==> src/rtl/cache_bus_pkg.sv <==
// Shared types and constants for the common-bus arbitration logic.
// Requester index = 2*core + {0: DL, 1: IL}.
package cache_bus_pkg;

  localparam int CORES   = 4;
  localparam int NUM_REQ = 2 * CORES;
  localparam int IDX_W   = $clog2(NUM_REQ);

  typedef logic [IDX_W-1:0] owner_idx_t;

  typedef enum logic [1:0] {
    IDLE = 2'd0,
    OWN  = 2'd1,
    TURN = 2'd2
  } arb_state_e;

  function automatic owner_idx_t cache_idx(input int core, input logic is_il);
    return owner_idx_t'(2 * core) | owner_idx_t'(is_il);
  endfunction

endpackage

==> src/rtl/com_bus_arbiter_rr_pick.sv <==
// Combinational round-robin picker: first requester after ptr, wrapping.
// Relies on N being a power of two so the W-bit index wraps on its own.
module rr_pick #(
  parameter int N = cache_bus_pkg::NUM_REQ,
  parameter int W = cache_bus_pkg::IDX_W
) (
  input  logic [N-1:0] req,
  input  logic [W-1:0] ptr,
  output logic [N-1:0] gnt,
  output logic [W-1:0] idx,
  output logic         valid
);

  logic [W-1:0] k;

  always_comb begin
    gnt   = '0;
    idx   = '0;
    valid = 1'b0;
    k     = '0;
    for (int i = 1; i <= N; i++) begin
      k = ptr + W'(i);
      if (!valid && req[k]) begin
        valid  = 1'b1;
        gnt[k] = 1'b1;
        idx    = k;
      end
    end
  end

endmodule

==> src/rtl/com_bus_arbiter.sv <==
// Common-bus arbiter: round-robin processor ownership with a fixed-priority
// snoop/memory data-drive grant nested inside each tenure.
module com_bus_arbiter #(
  parameter int NUM_REQ  = cache_bus_pkg::NUM_REQ,
  parameter int MAX_HOLD = 1023,
  parameter int CNT_W    = 10
) (
  input  logic                           clk,
  input  logic                           rst,
  input  logic [NUM_REQ-1:0]             Com_Bus_Req_proc,
  input  logic [NUM_REQ-1:0]             Com_Bus_Req_snoop,
  input  logic                           Mem_snoop_req,
  output logic [NUM_REQ-1:0]             Com_Bus_Gnt_proc,
  output logic [NUM_REQ-1:0]             Com_Bus_Gnt_snoop,
  output logic                           Mem_snoop_gnt,
  output logic [cache_bus_pkg::IDX_W-1:0] Bus_owner,
  output logic                           Bus_busy,
  output logic                           Bus_timeout
);
  import cache_bus_pkg::*;

  localparam logic [CNT_W-1:0] HOLD_MAX = CNT_W'(MAX_HOLD);
  localparam logic [CNT_W-1:0] HOLD_PRE = CNT_W'(MAX_HOLD - 1);

  arb_state_e         state;
  owner_idx_t         rr_ptr;
  logic [CNT_W-1:0]   hold_cnt;

  logic [NUM_REQ-1:0] pick_gnt;
  owner_idx_t         pick_idx;
  logic               pick_valid;

  logic [NUM_REQ-1:0] snoop_cand;
  logic [NUM_REQ-1:0] snoop_onehot;
  logic               snoop_any;
  logic               snoop_active;
  logic               snoop_keep;

  rr_pick #(
    .N (NUM_REQ),
    .W (IDX_W)
  ) u_rr_pick (
    .req   (Com_Bus_Req_proc),
    .ptr   (rr_ptr),
    .gnt   (pick_gnt),
    .idx   (pick_idx),
    .valid (pick_valid)
  );

  // The owner never responds to its own transaction; lowest index wins.
  always_comb begin
    snoop_cand            = Com_Bus_Req_snoop;
    snoop_cand[Bus_owner] = 1'b0;
    snoop_onehot          = snoop_cand & (~snoop_cand + NUM_REQ'(1));
    snoop_any             = |snoop_cand;
    snoop_active          = (|Com_Bus_Gnt_snoop) | Mem_snoop_gnt;
    snoop_keep            = (|(Com_Bus_Gnt_snoop & Com_Bus_Req_snoop)) |
                            (Mem_snoop_gnt & Mem_snoop_req);
  end

  always_ff @(posedge clk or posedge rst) begin
    if (rst) begin
      state             <= IDLE;
      rr_ptr            <= owner_idx_t'(NUM_REQ - 1);
      hold_cnt          <= '0;
      Com_Bus_Gnt_proc  <= '0;
      Com_Bus_Gnt_snoop <= '0;
      Mem_snoop_gnt     <= 1'b0;
      Bus_owner         <= '0;
      Bus_busy          <= 1'b0;
      Bus_timeout       <= 1'b0;
    end else begin
      Bus_timeout <= 1'b0;
      case (state)
        IDLE: begin
          if (pick_valid) begin
            Com_Bus_Gnt_proc <= pick_gnt;
            Bus_owner        <= pick_idx;
            rr_ptr           <= pick_idx;
            hold_cnt         <= '0;
            Bus_busy         <= 1'b1;
            state            <= OWN;
          end
        end
        OWN: begin
          // Release wins over any snoop activity seen in the same cycle.
          if (!Com_Bus_Req_proc[Bus_owner]) begin
            Com_Bus_Gnt_proc  <= '0;
            Com_Bus_Gnt_snoop <= '0;
            Mem_snoop_gnt     <= 1'b0;
            Bus_busy          <= 1'b0;
            state             <= TURN;
          end else begin
            if (hold_cnt != HOLD_MAX) begin
              hold_cnt <= hold_cnt + CNT_W'(1);
              if (hold_cnt == HOLD_PRE) Bus_timeout <= 1'b1;
            end
            if (snoop_active) begin
              if (!snoop_keep) begin
                Com_Bus_Gnt_snoop <= '0;
                Mem_snoop_gnt     <= 1'b0;
              end
            end else if (snoop_any) begin
              Com_Bus_Gnt_snoop <= snoop_onehot;
            end else if (Mem_snoop_req) begin
              Mem_snoop_gnt <= 1'b1;
            end
          end
        end
        TURN: begin
          state <= IDLE;
        end
        default: begin
          state <= IDLE;
        end
      endcase
    end
  end

  a_proc_onehot: assert property (@(posedge clk) disable iff (rst)
    $onehot0(Com_Bus_Gnt_proc));
  a_snoop_onehot: assert property (@(posedge clk) disable iff (rst)
    $onehot0(Com_Bus_Gnt_snoop));
  a_snoop_mem_excl: assert property (@(posedge clk) disable iff (rst)
    !((|Com_Bus_Gnt_snoop) && Mem_snoop_gnt));
  a_busy_matches: assert property (@(posedge clk) disable iff (rst)
    Bus_busy == (|Com_Bus_Gnt_proc));

endmodule

==> config.mk <==
export PLATFORM = sky130hd
export DESIGN_NAME = com_bus_arbiter
export DESIGN_NICKNAME = d
export VERILOG_FILES = /design/src/rtl/cache_bus_pkg.sv /design/src/rtl/com_bus_arbiter_rr_pick.sv /design/src/rtl/com_bus_arbiter.sv
export SDC_FILE = /design/constraint.sdc
export NUM_CORES = 1
export LEC_CHECK = 0
export ABC_AREA = 1
export CORE_ASPECT_RATIO = 1.75
export CORE_MARGIN = 2
export CORE_UTILIZATION = 55
export DETAILED_ROUTE_END_ITERATION = 10
export PLACE_DENSITY = 0.79
export SLEW_MARGIN = 10
export SYNTH_ARGS = -nofsm -noshare
export SYNTH_HDL_FRONTEND = slang
export SYNTH_SLANG_ARGS = --single-unit
==> constraint.sdc <==
create_clock -name clk -period 3.1 [get_ports clk]
set_input_delay 0.62 -clock clk [delete_from_list [all_inputs] [get_ports clk]]
set_output_delay 0.62 -clock clk [all_outputs]
set_load 0.02 [all_outputs]
After elaboration in Yosys (flattened, before gate mapping)
Cells that the tools add are included.
{ "totals": {"wordCells": 182, "output_inout_bits": 22, "ff_bits": 37} }
{ "classes": {"magnitude_cmp": 18, "n_bitwise": 15, "reduce_logical": 34, "n_addsub": 9, "n_eq_ne": 11, "mux": 86} }
{ "ops": {"columns": ["operator", "count"], "rows": [
  ["$mux 8", 14],
  ["$or 8x8->8", 7],
  ["$mux 1", 37],
  ["$lt 3x4->1 const B", 9],
  ["$mux 10", 3],
  ["$bmux 1 s3", 9],
  ["$demux 1 s3", 9],
  ["$ge 3x1->1 const B", 9],
  ["$and 8x8->8", 3],
  ["$mux 3", 8],
  ["$reduce_or 8->1", 3],
  ["$pmux 10 s2", 1],
  ["$logic_and 1x1->1", 16],
  ["$not 8->8", 2],
  ["$pmux 8 s2", 1],
  ["$add 3x3->3 const B", 4],
  ["$ne 3x3->1 const B", 4],
  ["$add 10x1->10 const B", 1],
  ["$eq 10x10->1 const B", 1],
  ["$ne 10x10->1 const B", 1],
  ["$add 8x1->8 const B", 1],
  ["$ne 2x2->1 const B", 4],
  ["$reduce_and 4->1", 2],
  ["$logic_not 1->1", 7],
  ["other kinds (12)", 17]
]} }

Depth between registers and ports, before layout
Gate-level depths: netlist of run 1.
{ "logic_depth": {"depth_word": 27, "ltp_mapped": 19, "ltp_nobuf": 16} }

Modules after synthesis
Synthesis of run 1 repeated with hierarchy kept, for this count alone.
{ "hier_totals": {"hier_cells": 600, "area_unflattened_um2": 3746.1} }
{ "by_module_without_submodules": {"columns": ["mod", "n_inst", "area_per_inst_um2", "cells_per_inst"], "rows": [
  ["com_bus_arbiter", 1, 2177.1, 290],
  ["rr_pick", 1, 1569.0, 310]
]} }

Least setup slack after synthesis of run 1
No wires, ideal clock.
{ "synth_path": {"path_type": "flip-flop to flip-flop", "from": "register rr_ptr[0]", "to": "register Bus_owner[1] (netlist bit)", "n_path_buf": 3, "path_stages_with_launch": 18, "t_required_ps": 2982, "arrival_time_ps": 2591, "path_slack_ps": 392, "cell_sequence": "dfstp_2 inv_2 buf_6 clkbuf_1 ha_1 inv_1 nand3_1 nand3_2 nand2_4 nor2_2 nand4_4 nor2_8 buf_8 nand3_2 nor2_1 nor2_1 nand2_1 nand2_1"} }
{ "synth_via": {"elab_chain_len": 26} }
{ "synth_rtl": {"columns": ["element", "line_no", "source"], "rows": [
  ["from (decl)", "com_bus_arbiter.sv:26", "owner_idx_t rr_ptr;"],
  ["from (signal assigned)", "com_bus_arbiter.sv:64", "rr_ptr <= owner_idx_t'(NUM_REQ - 1);"],
  ["from (signal assigned)", "com_bus_arbiter.sv:79", "rr_ptr <= pick_idx;"],
  ["$add 3x1->3", "com_bus_arbiter_rr_pick.sv:22", "k = ptr + W'(i);"],
  ["$bmux 1 s3", "com_bus_arbiter_rr_pick.sv:23", "if (!valid && req[k]) begin"],
  ["$mux 1 (implied by the code)", "com_bus_arbiter_rr_pick.sv:23", null],
  ["$mux 1", "com_bus_arbiter_rr_pick.sv:23", null],
  ["$logic_not 1->1", "com_bus_arbiter_rr_pick.sv:23", null],
  ["$logic_and 1x1->1", "com_bus_arbiter_rr_pick.sv:23", null],
  ["$mux 1", "com_bus_arbiter_rr_pick.sv:23", null],
  ["$logic_not 1->1", "com_bus_arbiter_rr_pick.sv:23", null],
  ["[... 10 more ...]", null, null],
  ["$mux 1", "com_bus_arbiter_rr_pick.sv:23", null],
  ["$logic_not 1->1", "com_bus_arbiter_rr_pick.sv:23", null],
  ["$logic_and 1x1->1", "com_bus_arbiter_rr_pick.sv:23", null],
  ["$mux 1", "com_bus_arbiter_rr_pick.sv:23", null],
  ["$logic_not 1->1", "com_bus_arbiter_rr_pick.sv:23", null],
  ["$logic_and 1x1->1", "com_bus_arbiter_rr_pick.sv:23", null],
  ["$mux 1", "com_bus_arbiter_rr_pick.sv:23", null],
  ["$reduce_and 2->1 (no source line)", null, null],
  ["to (signal assigned)", "com_bus_arbiter.sv:78", "Bus_owner <= pick_idx;"],
  ["to (decl)", "com_bus_arbiter.sv:16", "output logic [cache_bus_pkg::IDX_W-1:0] Bus_owner,"]
]} }
Several ways; a longest one is shown, not always the timed one. The select of a mux whose other input is x is not followed.
A chain may end at the register's enable or synchronous reset.

Worst setup path in the final report of run 1
{ "layout_path": {"from": "register rr_ptr[0]", "to": "register Bus_owner[0] (netlist bit)"} }
Same word-level chain as after synthesis.

==> reports/qor.yml, run 1 <==
fillerInstances: 595
row_count: 38
synthCells: 570
avgSynthCellArea_um2: 6.23
drt-total-wl_um: 9640
grt_pass1_vias: 3568
clock_latency_ns: 0.30
timing.final.ws_setup_ns: 0.251
routed-via-count: 3915
crit_path_end_kind: "flip-flop"
h-tree-depth: 2
dp_hpwl_um: 7560
die_area_um2: 7140
crit_slowest_cell: "dfstp_2"
syn_nets: 597
ys_seq_elements: 37
r2r_start: "rr_ptr[0]"
crit_arrival_ns: 3.04
ios: 41
fmax_mhz: 351
final_common_cell: "nand2_1"
start_util: 0.570
postCtsSetupRepairBufs: 0
cp-start-kind: "flip-flop"
place.gp.congestion: 0.918
cts_tree: "yes"
finalCritPeriodShare: 0.919
synth_top_area_cell: "dfrtp_1"
clk_pin_slew_ns: 0.07
grt_overflow_total: 0
grt_max_degree: 24
drive_gt1_frac: 0.0945
p_leak_uw: 0.00204
yosys.cell_types.count: 40
tightest_slew_ns: 0.537
hold_path_depth: 2
synth.area.top_cells: "dfrtp_1, nand2_1, nand3_1, nor2_1, nand4_1"
clock_sinks: 37
clock_path_buffers: 2
crit_path_max_incr_delay_ns: 0.54
wl_per_cell_um: 13.9
holdCritStartpoint: "Bus_busy"
syn_area_um2: 3550
numCtsBuffers: 5
ys_seq_area_frac: 0.262
grt_first_pass_wirelength_um: 15900
syn2layout_area_growth_pct: 16.7
hold_viol: 0
final_cell_mix: "nand2_1, nor2_1, nand3_1, clkdlybuf4s50_1, inv_1"
post-place-ws_ns: 0.284
powerDensity_nw_per_um2: 1180
critPathKind: "reg2reg"
r2r_slack_ns: 0.25
antenna_found_initial: 0
synth-main-ff-cell: "dfrtp_1"
fin_skew_ns: 0.00672
drt_iter0_drc: 248
rsz0062_at_grt: "false"
r2r_end: "Bus_owner[0]"
antenna_left: 0
die_height_um: 110
drt-pass1-iter-count: 6
track_usage: 0.282
worst-path-buf-inv: 3
cts_root_buffer: "clkbuf_8"
setup_violations: 0
crit_family: "simple AND/OR/NAND/NOR gates"
reg2regPathDepth: 14
synth_edf_count: 0
drv_cap: 0
fin_nets: 640
status: "complete, no violations"
worstHoldEndpoint: "Bus_busy"
worstPathRequired_ns: 3.29
core-area_um2: 6230
die_w_um: 64.7
yosysWarnings: 0
slew_headroom: 0.640
finalMaxSlewViolations: 0
min_period_ns: 2.85
avgViaCountPerCell: 5.64
synth.top_cell.area_share: 0.240
ir_worst_vdd_v: 0.00127
cp_num_cells: 14
path_cells: "inv_2 > ha_1 > inv_1 > nand3_1 > nand3_2 > nand2_4 > nor2_2 > nand4_4 > nor2_8 > nand3_2 > nand2_4 > inv_2 > nand3_1 > nand2_1"
hold_path.class: "reg2reg"
n_antenna_cell: 0
drc: 0
finalSetupTns_ns: 0
cts_hold_buf: 0
cp_max_fo: 22
async_reset_ff_frac: 1.00
port_buffers: 40
[state kept, by name (all words and copies together), names as in the netlist, 2 cells and up]
| name | cells |
|---|---|
| rr_ptr | 3 |
| hold_cnt | 10 |
| Com_Bus_Gnt_snoop | 8 |
| Com_Bus_Gnt_proc | 8 |
| Bus_owner | 3 |
| state | 2 |
[layer usage]
metal  track usage  vias up  part of all wire
met2         0.546      140              0.55
met1         0.306     1779              0.38
li1              -     1969                 -
met4         0.135        0             0.029
met5             0        -                 0
met3        0.0173       27             0.041
[logic make-up (layout without fill, tap and decap cells)]
group / after synthesis / after routing / share of synthesized area
buffers and inverters: 70 / 114 / 0.0920
XOR/XNOR: 8 / 8 / 0.0197
AO/OA/AOI/OAI: 30 / 30 / 0.0518
flip-flops: 37 / 37 / 0.262
AND/OR/NAND/NOR: 417 / 417 / 0.546
adder cells (fa/ha/maj): 8 / 8 / 0.0282
[worst max-delay path by stage]
stage	slack, ns	from	endpoint
2_1_floorplan	0.39	rr_ptr[0]	Bus_owner[1]
4_1_cts	0.26	rr_ptr[0]	Bus_owner[0]
3_5_place_dp	0.28	rr_ptr[0]	Bus_owner[1]
5_1_grt	0.004	rr_ptr[0]	Bus_owner[0]
6_report	0.25	rr_ptr[0]	Bus_owner[0]
3_3_place_gp	0.32	Com_Bus_Req_proc[5]	Bus_owner[0]
[cells in the mapped netlist, types with 2 or more instances]
cell type and n:
buf_4 3, dfrtp_1 34, inv_1 39, nand3_1 73, nand2_1 182, clkbuf_1 3, nand3b_1 5, nand4_4 2
clkinv_1 4, buf_6 3, buf_2 11, nand2_2 3, dfstp_2 3, o31ai_1 4, xor2_1 5, nand4_1 30
xnor2_1 3, nand2_4 2, o21ai_1 2, a21oi_1 4, nor4_1 2, nand3_2 6, nand3_4 2, nor3_1 20
nor2_1 83, nor2_2 4, o21ai_0 13, ha_1 8, inv_2 5, a31oi_1 2
[power breakdown]
| part | leakage [µW] | total (µW) | internal, µW | switching, µW |
|---|---|---|---|---|
| clock network | 0.0000542 | 371 | 201 | 170 |
| logic | 0.00149 | 3730 | 1170 | 2570 |
| registers | 0.000489 | 780 | 626 | 154 |
| total | 0.00204 | 4880 | 1990 | 2890 |
[layout make-up]
cell class	instances	area [µm²]	area share
Inverter	49	189	0.0456
Tap cell	80	100	0.0242
Sequential cell	37	930	0.224
Multi-Input combinational cell	463	2290	0.554
Clock inverter	1	5.00	0.00121
Timing Repair Buffer	57	528	0.127
Clock buffer	7	96.3	0.0233
[tightest hold or removal path, cell delays in order (launching register included)]
cell,delay [ns]
dfrtp_1,0.35
nand2_1,0.06
nand2_1,0.06
[timing repair]
action                                 4_1_cts  5_1_grt
setup endpoints to repair                    0        1
resized for setup                            0        1
endpoints found under the hold margin        0        0
[stage by stage]
stage / utilization / instances / power [µW] / hold slack [ns] / area (µm²)
after floorplan: - / 570 / 3530 / 0.463 / 3550
after global placement: 0.649 / 686 / 4380 / 0.475 / 4040
after detailed placement: 0.649 / 686 / 4450 / 0.490 / 4040
after CTS: 0.665 / 694 / 4840 / 0.504 / 4140
after global routing: 0.665 / 694 / 5310 / 0.520 / 4140
final: 0.665 / 694 / 4880 / 0.499 / 4140
No activity file was read; power rests on OpenSTA's default activity.
==> inputs of run 2 (changes only) <==
- CTS_BUF_LIST: not set -> sky130_fd_sc_hd__clkbuf_4 sky130_fd_sc_hd__clkbuf_8
==> results of run 2 <==
No change in the layout: final DEF, timing and power equal those of run 1.
